`src/rtl/riscv_ctrl_pkg.sv`:
```
// -----------------------------------------------------------------------------
// riscv_ctrl_pkg
// Shared definitions for the multicycle RV32I control unit:
//   - state_t      : FSM state encoding (also exported on state_debug)
//   - OP_*         : major opcodes decoded by the FSM
//   - ALU_*        : ALUControl encodings driven to the datapath ALU
//   - ALUOP_*      : internal ALU operation class fed to riscv_alu_decoder
//   - RES_*/SRCA_*/SRCB_*/IMM_* : datapath multiplexer select encodings
//   - imm_src_of() : immediate format selected from the opcode
// -----------------------------------------------------------------------------
package riscv_ctrl_pkg;

  typedef enum logic [3:0] {
    S_FETCH    = 4'd0,
    S_DECODE   = 4'd1,
    S_MEMADR   = 4'd2,
    S_MEMREAD  = 4'd3,
    S_MEMWB    = 4'd4,
    S_MEMWRITE = 4'd5,
    S_EXECR    = 4'd6,
    S_EXECI    = 4'd7,
    S_ALUWB    = 4'd8,
    S_BRANCH   = 4'd9,
    S_JAL      = 4'd10,
    S_TRAP     = 4'd11
  } state_t;

  localparam logic [6:0] OP_LOAD   = 7'b0000011;
  localparam logic [6:0] OP_STORE  = 7'b0100011;
  localparam logic [6:0] OP_R      = 7'b0110011;
  localparam logic [6:0] OP_I      = 7'b0010011;
  localparam logic [6:0] OP_BRANCH = 7'b1100011;
  localparam logic [6:0] OP_JAL    = 7'b1101111;

  localparam logic [2:0] ALU_ADD = 3'b000;
  localparam logic [2:0] ALU_SUB = 3'b001;
  localparam logic [2:0] ALU_AND = 3'b010;
  localparam logic [2:0] ALU_OR  = 3'b011;
  localparam logic [2:0] ALU_SLT = 3'b101;

  localparam logic [1:0] ALUOP_ADD   = 2'b00;
  localparam logic [1:0] ALUOP_SUB   = 2'b01;
  localparam logic [1:0] ALUOP_FUNCT = 2'b10;

  localparam logic [1:0] RES_ALUOUT    = 2'b00;
  localparam logic [1:0] RES_DATA      = 2'b01;
  localparam logic [1:0] RES_ALURESULT = 2'b10;

  localparam logic [1:0] SRCA_PC    = 2'b00;
  localparam logic [1:0] SRCA_OLDPC = 2'b01;
  localparam logic [1:0] SRCA_RS1   = 2'b10;

  localparam logic [1:0] SRCB_RS2  = 2'b00;
  localparam logic [1:0] SRCB_IMM  = 2'b01;
  localparam logic [1:0] SRCB_FOUR = 2'b10;

  localparam logic [1:0] IMM_I = 2'b00;
  localparam logic [1:0] IMM_S = 2'b01;
  localparam logic [1:0] IMM_B = 2'b10;
  localparam logic [1:0] IMM_J = 2'b11;

  function automatic logic [1:0] imm_src_of(input logic [6:0] op);
    case (op)
      OP_STORE:  imm_src_of = IMM_S;
      OP_BRANCH: imm_src_of = IMM_B;
      OP_JAL:    imm_src_of = IMM_J;
      default:   imm_src_of = IMM_I;
    endcase
  endfunction

endpackage

```
`src/rtl/riscv_alu_decoder.sv`:
```
// -----------------------------------------------------------------------------
// riscv_alu_decoder
// Combinational ALU control decode.
//   ALUOp[1:0]    in  : operation class (add / sub / decode from funct fields)
//   funct3[2:0]   in  : IR[14:12]
//   funct7b5      in  : IR[30]
//   op5           in  : IR[5], distinguishes R-type (1) from I-type (0)
//   ALUControl    out : ALU operation
//   funct_illegal out : funct3 names an operation this ALU does not implement
// -----------------------------------------------------------------------------
module riscv_alu_decoder
  import riscv_ctrl_pkg::*;
(
  input  logic [1:0] ALUOp,
  input  logic [2:0] funct3,
  input  logic       funct7b5,
  input  logic       op5,
  output logic [2:0] ALUControl,
  output logic       funct_illegal
);

  // funct_illegal depends on funct3 only, so the FSM can check it in DECODE
  // while the ALU itself is busy with the branch-target add.
  always_comb begin
    funct_illegal = 1'b0;
    case (funct3)
      3'b000, 3'b010, 3'b110, 3'b111: funct_illegal = 1'b0;
      default:                        funct_illegal = 1'b1;
    endcase
  end

  always_comb begin
    ALUControl = ALU_ADD;
    case (ALUOp)
      ALUOP_ADD: ALUControl = ALU_ADD;
      ALUOP_SUB: ALUControl = ALU_SUB;
      ALUOP_FUNCT: begin
        case (funct3)
          // addi has no sub form: IR[30] is immediate data when op5=0
          3'b000:  ALUControl = (funct7b5 && op5) ? ALU_SUB : ALU_ADD;
          3'b010:  ALUControl = ALU_SLT;
          3'b110:  ALUControl = ALU_OR;
          3'b111:  ALUControl = ALU_AND;
          default: ALUControl = ALU_ADD;
        endcase
      end
      default: ALUControl = ALU_ADD;
    endcase
  end

endmodule

```
`src/rtl/riscv_multicycle_ctrl.sv`:
```
// -----------------------------------------------------------------------------
// riscv_multicycle_ctrl
// Moore-style control FSM for a multicycle RV32I datapath, with memory-ready
// handshake, illegal-instruction trapping and a retired-instruction counter.
//   clk, rst_n          : clock (rising edge), async active-low reset
//   op/funct3/funct7b5  : instruction register fields
//   zero                : ALU zero flag (branch resolution)
//   mem_ready           : memory completes the current access this cycle
//   PCWrite..ALUControl : datapath enables and mux selects (combinational)
//   illegal             : sticky illegal-instruction flag
//   instr_retired       : one-cycle pulse per completed instruction
//   retired_cnt         : retired instruction count, wraps modulo 2^CNT_W
//   state_debug         : current state encoding
// -----------------------------------------------------------------------------
module riscv_multicycle_ctrl
  import riscv_ctrl_pkg::*;
#(
  parameter int unsigned SUPPORT_BNE     = 1,
  parameter int unsigned SUPPORT_JAL     = 1,
  parameter int unsigned TRAP_ON_ILLEGAL = 1,
  parameter int unsigned CNT_W           = 32
) (
  input  logic             clk,
  input  logic             rst_n,
  input  logic [6:0]       op,
  input  logic [2:0]       funct3,
  input  logic             funct7b5,
  input  logic             zero,
  input  logic             mem_ready,
  output logic             PCWrite,
  output logic             AdrSrc,
  output logic             MemWrite,
  output logic             IRWrite,
  output logic [1:0]       ResultSrc,
  output logic [1:0]       ALUSrcA,
  output logic [1:0]       ALUSrcB,
  output logic             RegWrite,
  output logic [1:0]       ImmSrc,
  output logic [2:0]       ALUControl,
  output logic             illegal,
  output logic             instr_retired,
  output logic [CNT_W-1:0] retired_cnt,
  output logic [3:0]       state_debug
);

  state_t           state_reg, state_next;
  logic             illegal_reg;
  logic             instr_retired_reg;
  logic [CNT_W-1:0] retired_cnt_reg;

  logic [1:0] alu_op;
  logic       funct_illegal;
  logic       decode_illegal;
  logic       retire_now;
  logic       branch_ok;

  riscv_alu_decoder u_alu_decoder (
    .ALUOp        (alu_op),
    .funct3       (funct3),
    .funct7b5     (funct7b5),
    .op5          (op[5]),
    .ALUControl   (ALUControl),
    .funct_illegal(funct_illegal)
  );

  // Branch flavours this build can execute.
  assign branch_ok = (funct3 == 3'b000) ||
                     ((SUPPORT_BNE != 0) && (funct3 == 3'b001));

  always_comb begin
    state_next     = state_reg;
    PCWrite        = 1'b0;
    AdrSrc         = 1'b0;
    MemWrite       = 1'b0;
    IRWrite        = 1'b0;
    ResultSrc      = RES_ALUOUT;
    ALUSrcA        = SRCA_PC;
    ALUSrcB        = SRCB_RS2;
    RegWrite       = 1'b0;
    alu_op         = ALUOP_ADD;
    decode_illegal = 1'b0;
    retire_now     = 1'b0;

    case (state_reg)
      S_FETCH: begin
        // PC+4 goes straight back into PC through ResultSrc=ALUResult
        ALUSrcB   = SRCB_FOUR;
        ResultSrc = RES_ALURESULT;
        IRWrite   = mem_ready;
        PCWrite   = mem_ready;
        if (mem_ready) state_next = S_DECODE;
      end
      S_DECODE: begin
        // OldPC + imm lands in ALUOut as the branch/jump target
        ALUSrcA = SRCA_OLDPC;
        ALUSrcB = SRCB_IMM;
        case (op)
          OP_LOAD, OP_STORE: state_next = S_MEMADR;
          OP_R: begin
            if (funct_illegal) decode_illegal = 1'b1;
            else               state_next     = S_EXECR;
          end
          OP_I: begin
            if (funct_illegal) decode_illegal = 1'b1;
            else               state_next     = S_EXECI;
          end
          OP_BRANCH: begin
            if (branch_ok) state_next     = S_BRANCH;
            else           decode_illegal = 1'b1;
          end
          OP_JAL: begin
            if (SUPPORT_JAL != 0) state_next     = S_JAL;
            else                  decode_illegal = 1'b1;
          end
          default: decode_illegal = 1'b1;
        endcase
        if (decode_illegal) state_next = (TRAP_ON_ILLEGAL != 0) ? S_TRAP : S_FETCH;
      end
      S_MEMADR: begin
        ALUSrcA    = SRCA_RS1;
        ALUSrcB    = SRCB_IMM;
        state_next = op[5] ? S_MEMWRITE : S_MEMREAD;
      end
      S_MEMREAD: begin
        AdrSrc = 1'b1;
        if (mem_ready) state_next = S_MEMWB;
      end
      S_MEMWB: begin
        ResultSrc  = RES_DATA;
        RegWrite   = 1'b1;
        retire_now = 1'b1;
        state_next = S_FETCH;
      end
      S_MEMWRITE: begin
        AdrSrc   = 1'b1;
        MemWrite = 1'b1;
        if (mem_ready) begin
          retire_now = 1'b1;
          state_next = S_FETCH;
        end
      end
      S_EXECR: begin
        ALUSrcA    = SRCA_RS1;
        ALUSrcB    = SRCB_RS2;
        alu_op     = ALUOP_FUNCT;
        state_next = S_ALUWB;
      end
      S_EXECI: begin
        ALUSrcA    = SRCA_RS1;
        ALUSrcB    = SRCB_IMM;
        alu_op     = ALUOP_FUNCT;
        state_next = S_ALUWB;
      end
      S_ALUWB: begin
        RegWrite   = 1'b1;
        retire_now = 1'b1;
        state_next = S_FETCH;
      end
      S_BRANCH: begin
        ALUSrcA = SRCA_RS1;
        alu_op  = ALUOP_SUB;
        if (funct3 == 3'b000)                             PCWrite = zero;
        else if ((SUPPORT_BNE != 0) && (funct3 == 3'b001)) PCWrite = ~zero;
        retire_now = 1'b1;
        state_next = S_FETCH;
      end
      S_JAL: begin
        // PC <- ALUOut (target from DECODE) while the ALU forms OldPC+4 for rd
        ALUSrcA    = SRCA_OLDPC;
        ALUSrcB    = SRCB_FOUR;
        PCWrite    = 1'b1;
        state_next = S_ALUWB;
      end
      S_TRAP: state_next = S_TRAP;
      default: state_next = S_FETCH;
    endcase
  end

  always_ff @(posedge clk or negedge rst_n) begin
    if (!rst_n) begin
      state_reg         <= S_FETCH;
      illegal_reg       <= 1'b0;
      instr_retired_reg <= 1'b0;
      retired_cnt_reg   <= '0;
    end else begin
      state_reg         <= state_next;
      illegal_reg       <= illegal_reg | decode_illegal;
      instr_retired_reg <= retire_now;
      if (retire_now) retired_cnt_reg <= retired_cnt_reg + CNT_W'(1);
    end
  end

  assign ImmSrc        = imm_src_of(op);
  assign illegal       = illegal_reg;
  assign instr_retired = instr_retired_reg;
  assign retired_cnt   = retired_cnt_reg;
  assign state_debug   = state_reg;

endmodule

```
`config.mk`:
```
export PLATFORM = sky130hd
export DESIGN_NAME = riscv_multicycle_ctrl
export DESIGN_NICKNAME = d
export VERILOG_FILES = /design/src/rtl/riscv_ctrl_pkg.sv /design/src/rtl/riscv_alu_decoder.sv /design/src/rtl/riscv_multicycle_ctrl.sv
export SDC_FILE = /design/constraint.sdc
export NUM_CORES = 1
export LEC_CHECK = 0
export CORE_AREA = 2 2 76 78
export DETAILED_ROUTE_END_ITERATION = 8
export DIE_AREA = 0 0 78 80
export GPL_ROUTABILITY_DRIVEN = 0
export PLACE_DENSITY = 0.74
export SLEW_MARGIN = 10
export SYNTH_ARGS = -nofsm -noshare
export SYNTH_HDL_FRONTEND = slang
export SYNTH_SLANG_ARGS = --single-unit
export TNS_END_PERCENT = 1
```
`constraint.sdc`:
```
create_clock -name clk -period 2.05 [get_ports clk]
set_input_delay 0.41 -clock clk [delete_from_list [all_inputs] [get_ports clk]]
set_output_delay 0.41 -clock clk [all_outputs]
set_load 0.005 [all_outputs]
```
# ---- Word level (Yosys, flattened, before mapping)
# Cells that the tools add are included.
dict set report op_classes {
  n_addsub 1
  eq_ne 30
  muxes 32
  n_bitwise 2
  n_reduce_logical 18
}
# operator n
set ops {}
lappend ops {{adder 32 x 1 -> 32 bit, second input constant} 1}
lappend ops {{2-to-1 mux 4 bit} 7}
lappend ops {{one-hot mux 4 bit (7 select lines)} 1}
lappend ops {{one-hot mux 4 bit (5 select lines)} 1}
lappend ops {{equality test 4 x 3 -> 1 bit, second input constant} 4}
lappend ops {{equality test 4 bit, second input constant} 4}
lappend ops {{one-hot mux 2 bit (2 select lines)} 4}
lappend ops {{equality test 7 x 6 -> 1 bit, second input constant} 2}
lappend ops {{equality test 7 bit, second input constant} 2}
lappend ops {{OR reduction 2 bit} 7}
lappend ops {{2-to-1 mux 1 bit} 12}
lappend ops {{one-hot mux 3 bit (4 select lines)} 1}
lappend ops {{OR reduction 3 bit} 4}
lappend ops {{equality test 4 x 2 -> 1 bit, second input constant} 2}
lappend ops {{inequality test 4 x 3 -> 1 bit, second input constant} 2}
lappend ops {{OR reduction 4 bit} 2}
lappend ops {{equality test 7 x 2 -> 1 bit, second input constant} 1}
lappend ops {{equality test 7 x 5 -> 1 bit, second input constant} 1}
lappend ops {{inequality test 7 x 4 -> 1 bit, second input constant} 1}
lappend ops {{AND reduction 7 bit} 1}
lappend ops {{equality test 3 bit, second input constant} 2}
lappend ops {{inequality test 2 bit, second input constant} 3}
lappend ops {{one-hot mux 1 bit (3 select lines)} 2}
lappend ops {{one-hot mux 2 bit (3 select lines)} 1}
lappend ops {{other kinds (15)} 15}
dict set report word_totals {
  regBits 38
  output_inout_bits 54
  word_cells 87
}

# ---- Longest topological paths before layout
dict set report logic_depth {
  word_depth 7
  ltp_mapped 8
}

# ---- Modules after synthesis
# A second synthesis with hierarchy kept.
dict set report hier_totals {
  cells_unflattened 234
  hier_area_um2 2223.4
}
# module n_inst cells_each area_each_um2
set by_module_without_submodules {}
lappend by_module_without_submodules {riscv_multicycle_ctrl 1 221 2129.5}
lappend by_module_without_submodules {riscv_alu_decoder 1 13 93.8}

# ---- Worst setup path before layout
# No wires, ideal clock.
dict set report synth_path {
  path_type {register -> register}
  start {register state_reg[3], in the netlist state_debug[3]}
  end {register retired_cnt_reg[30], in the netlist retired_cnt[30]}
  t_arrival_ps 1881
  slack_ps 89
  path_stages_with_launch 8
  n_path_buf 2
  period_less_slack_ps 1961
  path_cell_list {dfrtp_1 buf_2 nand2b_4 o21a_4 or4_1 buf_4 nor3_2 xor2_1}
}
dict set report synth_via {
  elab_chain_len 3
}
# element line
set synth_rtl {}
lappend synth_rtl {{start: declaration} riscv_multicycle_ctrl.sv:46} ;# state_t state_reg, state_next;
lappend synth_rtl {{start signal: assignment} riscv_multicycle_ctrl.sv:186} ;# state_reg <= state_next;
lappend synth_rtl {{equality test 4 bit or equality test 4 x 3 -> 1 bit (tied branches)} riscv_multicycle_ctrl.sv:84} ;# case (state_reg)
lappend synth_rtl {{OR reduction 3 bit (no source line)} -}
lappend synth_rtl {{one-hot mux 1 bit (2 select lines) *} riscv_multicycle_ctrl.sv:84}
lappend synth_rtl {{end signal: assignment} riscv_multicycle_ctrl.sv:189} ;# if (retire_now) retired_cnt_reg <= retired_cnt_reg + CNT_W'(1);
lappend synth_rtl {{end: declaration} riscv_multicycle_ctrl.sv:49} ;# logic [CNT_W-1:0] retired_cnt_reg;
# Every way passes the cells marked *; elsewhere a longest branch is shown, timed or not.
# A chain may end at the register's enable or synchronous reset.

# ---- Final worst setup path
dict set report layout_path {
  start {register state_reg[1], in the netlist state_debug[1]}
  end {output ALUControl[0]}
}
dict set report layout_via {
  elab_chain_len 5
}
# element line
set layout_rtl {}
lappend layout_rtl {{equality test 4 x 3 -> 1 bit} riscv_multicycle_ctrl.sv:84}
lappend layout_rtl {{OR reduction 2 bit (no source line)} -}
lappend layout_rtl {{one-hot mux 2 bit (2 select lines) *} riscv_multicycle_ctrl.sv:84}
lappend layout_rtl {{equality test 2 bit or equality test 2 x 1 -> 1 bit (tied branches)} riscv_alu_decoder.sv:34} ;# case (ALUOp)
lappend layout_rtl {{one-hot mux 3 bit (2 select lines) *} riscv_alu_decoder.sv:34}
lappend layout_rtl {{end: declaration} riscv_multicycle_ctrl.sv:39} ;# output logic [2:0] ALUControl,
# Marked as above.

==> summary.txt <==
Run status
  – Run status: finished with violations
  – Violated checks: setup timing

Floorplan
  – Core Region: 5410 um^2
  – Die area: 6240 um^2
  – I/O Pins: 69
  – Die X: 78 um
  – Die height: 80 um
  – Starting Density: 0.408
  – Num rows: 27

Finish
  – Design Area, Final: 3410 um^2
  – Nets@finish: 362
  – Finished Layout Cells: 417
  – N_diodes: 0
  – Fraction of layout cells with a size suffix above 1: 0.226
  – Multi-input gate area: 1280 um^2
  – Filler instances: roughly 480
  – Synth-to-Final Area Change: 54.6%
  – Max reg flops: 32
  – Storage element area: 951 um^2

Timing
  – Worst-Margin Slew: 0.464 ns
  – Hold Vio Cnt, Final: 0
  – # setup viols final: 1
  – Tcrit/Tclk final: 1.01
  – Max-slew violations: 0
  – Fmax: 485 MHz
  – RSZ-0062 raised after global routing: yes
  – Setup ws final: -0.0116 ns
  – Slew HR: 0.691
  – Tmin final: 2.06 ns
  – Clock skew: between 0.004 and 0.005 ns

Clocking
  – Clk sinks: 38
  – Clock buffers created by TritonCTS: 5
  – Max H-tree Level: 2
  – Clock root cell: clkbuf_8
  – Clk_lat worst skew: a little under 0.3 ns
  – TritonCTS clock tree: done
  – Clk buf depth: 2
  – CTS clk-pin slew, worst paths: roughly 0.070 ns
  – Hold buffer count at CTS: 0

Placed design
  – Post-DP HPWL: 4180 um
  – Port Buffer Count: 68
  – Post-DP Area: 3200 um^2
  – Placed insts: just over 400

Routing
  – DR iter-0 viols: between 60 and 70
  – Avg WL per Cell: 13.7 um
  – Vias/cell: around 5.1
  – Total wire length: 5720 um
  – Final ANT Viol Nets: 0
  – First-pass iteration count of the detailed router: 4
  – Vias: 2,127
  – Residual DRC: 0

Setup path
  – Worst Path Required: 1.64 ns
  – Critical Path AT: 1.65 ns
  – Crit Path Max Fanout: 5
  – Startpoint types: register
  – Crit Path Category: reg2out
  – Critical Path Sink Type: primary output

Global routing
  – GRT Overall Usage: 0.187
  – Initial antenna violation count: 0
  – Largest net degree at the start of global routing: 39
  – Congestion Overflow GR: 0
  – Global-route wire length before repair: 9190 um
  – Vias in the first global route: 2,040

Worst hold path
  – HP Class: in2async

Synth
  – Primary FF master, synth: dfrtp_1
  – YS warnings: 0
  – Yosys cell types: 43
  – Number of synthesized flops with an enable pin: 0
  – Ys async rst share: 1.00
  – Synthesized net count: 257
  – Number of synthesized register bits: 38
  – Post-Syn Area: 2210 um^2
  – Syn Area/Cell: 9.23 um^2
  – Mapped Cells: 239
  – Seq/Total Area, Yosys: 0.431

Flow run
  – Max Cap Viol: 0

Power and ir drop
  – Pwr Total: roughly 3200 uW
  – Static Leak: 0.00149 uW
  – Max IR drop VDD: between 0.7 and 0.8 mV
  – Pwr Density: 949 nW/um^2
-- cells by family (layout without fill, tap and decap cells) --
kind of cell	Yosys count	in the layout	synth area share
compound gates	25	25	0.0692
xor+xnor	33	33	0.131
fa+ha+maj	3	3	0.0170
buf+inv	17	123	0.0323
flops	38	38	0.431
mux	1	1	0.00510
simple gates	122	122	0.314
-- worst paths after layout --
check                                            start                           to  slack (ns)  cells after the start
min                                              rst_n  retired_cnt[12]$_DFFE_PN0P_        0.16                      2
min in group clk           retired_cnt[31]$_DFFE_PN0P_  retired_cnt[31]$_DFFE_PN0P_        0.47                      1
max in group asynchronous                        rst_n   retired_cnt[4]$_DFFE_PN0P_        1.57                      2
max                         state_debug[1]$_DFFE_PN0P_                ALUControl[0]       -0.01                     10
max reg2reg                 state_debug[0]$_DFFE_PN0P_  retired_cnt[30]$_DFFE_PN0P_        0.01                      7
min reg2reg                retired_cnt[31]$_DFFE_PN0P_  retired_cnt[31]$_DFFE_PN0P_        0.47                      1
-- cell usage in the layout, fill, tap and decap left out, drive strengths merged, types with 2 or more instances in the layout --
| cell type | instances |
|---|---|
| or3 | 2 |
| dfrtp | 38 |
| buf | 41 |
| and2 | 5 |
| and4 | 2 |
| nand4 | 6 |
| o21ai | 7 |
| nand2 | 19 |
| dlygate4sd2 | 10 |
| clkbuf | 10 |
| a31oi | 2 |
| nor3b | 6 |
| and3 | 7 |
| dlymetal6s2s | 2 |
| inv | 9 |
| a21oi | 10 |
| nor2b | 3 |
| nor4 | 6 |
| xnor2 | 16 |
| nand3 | 14 |
| clkdlybuf4s50 | 51 |
| nor3 | 17 |
| xor2 | 17 |
| nor2 | 25 |
| nand2b | 5 |
| ha | 3 |
-- final cells by class --
type                    instances  share of cell area
well taps                      72              0.0264
inverters                       9             0.00990
multi-input cells             184               0.377
repair buffers                106               0.276
clock buffers                   8              0.0323
flip-flops and latches         38               0.279
-- routing by layer --
layer	wire (um)	vias up	track usage
met5	0	-	0
met4	125	0	0.0912
met3	277	12	0.0419
met2	2770	57	0.309
met1	2540	1015	0.231
li1	-	1043	-
-- synth_stat cells (all sizes together), types with 4 or more instances --
cell	instances	area (um^2)
nor3b	6	50.1
xor2	17	149
nor4	6	58.8
nor3	17	100
and2	5	31.3
clkbuf	4	15.0
nor2	25	93.8
nand4	6	37.5
buf	4	22.5
inv	9	33.8
nand2b	5	38.8
o21ai	7	35.0
dfrtp	38	951
xnor2	16	140
and3	7	43.8
nand3	14	70.1
a21oi	10	50.1
nand2	19	71.3
-- per-stage QoR --
step | util | TNS [ns] | setup WS, ns | hold WS (ns)
after CTS | 0.623 | -0.245 | -0.113 | 0.167
after detailed placement | 0.591 | -4.88 | -0.290 | 0.464
after floorplan | - | 0 | 0.0894 | 0.114
after global placement | 0.591 | -4.02 | -0.256 | 0.459
after global routing | 0.631 | -0.868 | -0.138 | 0.203
final | 0.631 | -0.0116 | -0.0116 | 0.157
-- report_power, final --
part | switching (uW) | leakage (uW) | internal (uW)
combinational | 804 | 0.00100 | 907
sequential | 77.7 | 0.000432 | 852
clock | 257 | 0.0000575 | 339
total | 1140 | 0.00149 | 2100
-- critical path, cell delays in order (launching register included) --
cell and delay [ns]:
dfrtp_1 0.39, inv_2 0.12, nand2_2 0.07, nor2_1 0.09, nand2_1 0.11, buf_4 0.16, inv_1 0.05, ha_1 0.14
nor2_1 0.04, nor2_1 0.08, clkbuf_2 0.12
-- timing repair --
action,4_1_cts,5_1_grt
gates cloned,0,0
setup buffers,3,0
hold endpoints to repair,0,0
resized for setup,33,17
pin swaps,3,2
setup endpoints to repair,18,23
No activity file was read; power rests on OpenSTA's default activity.
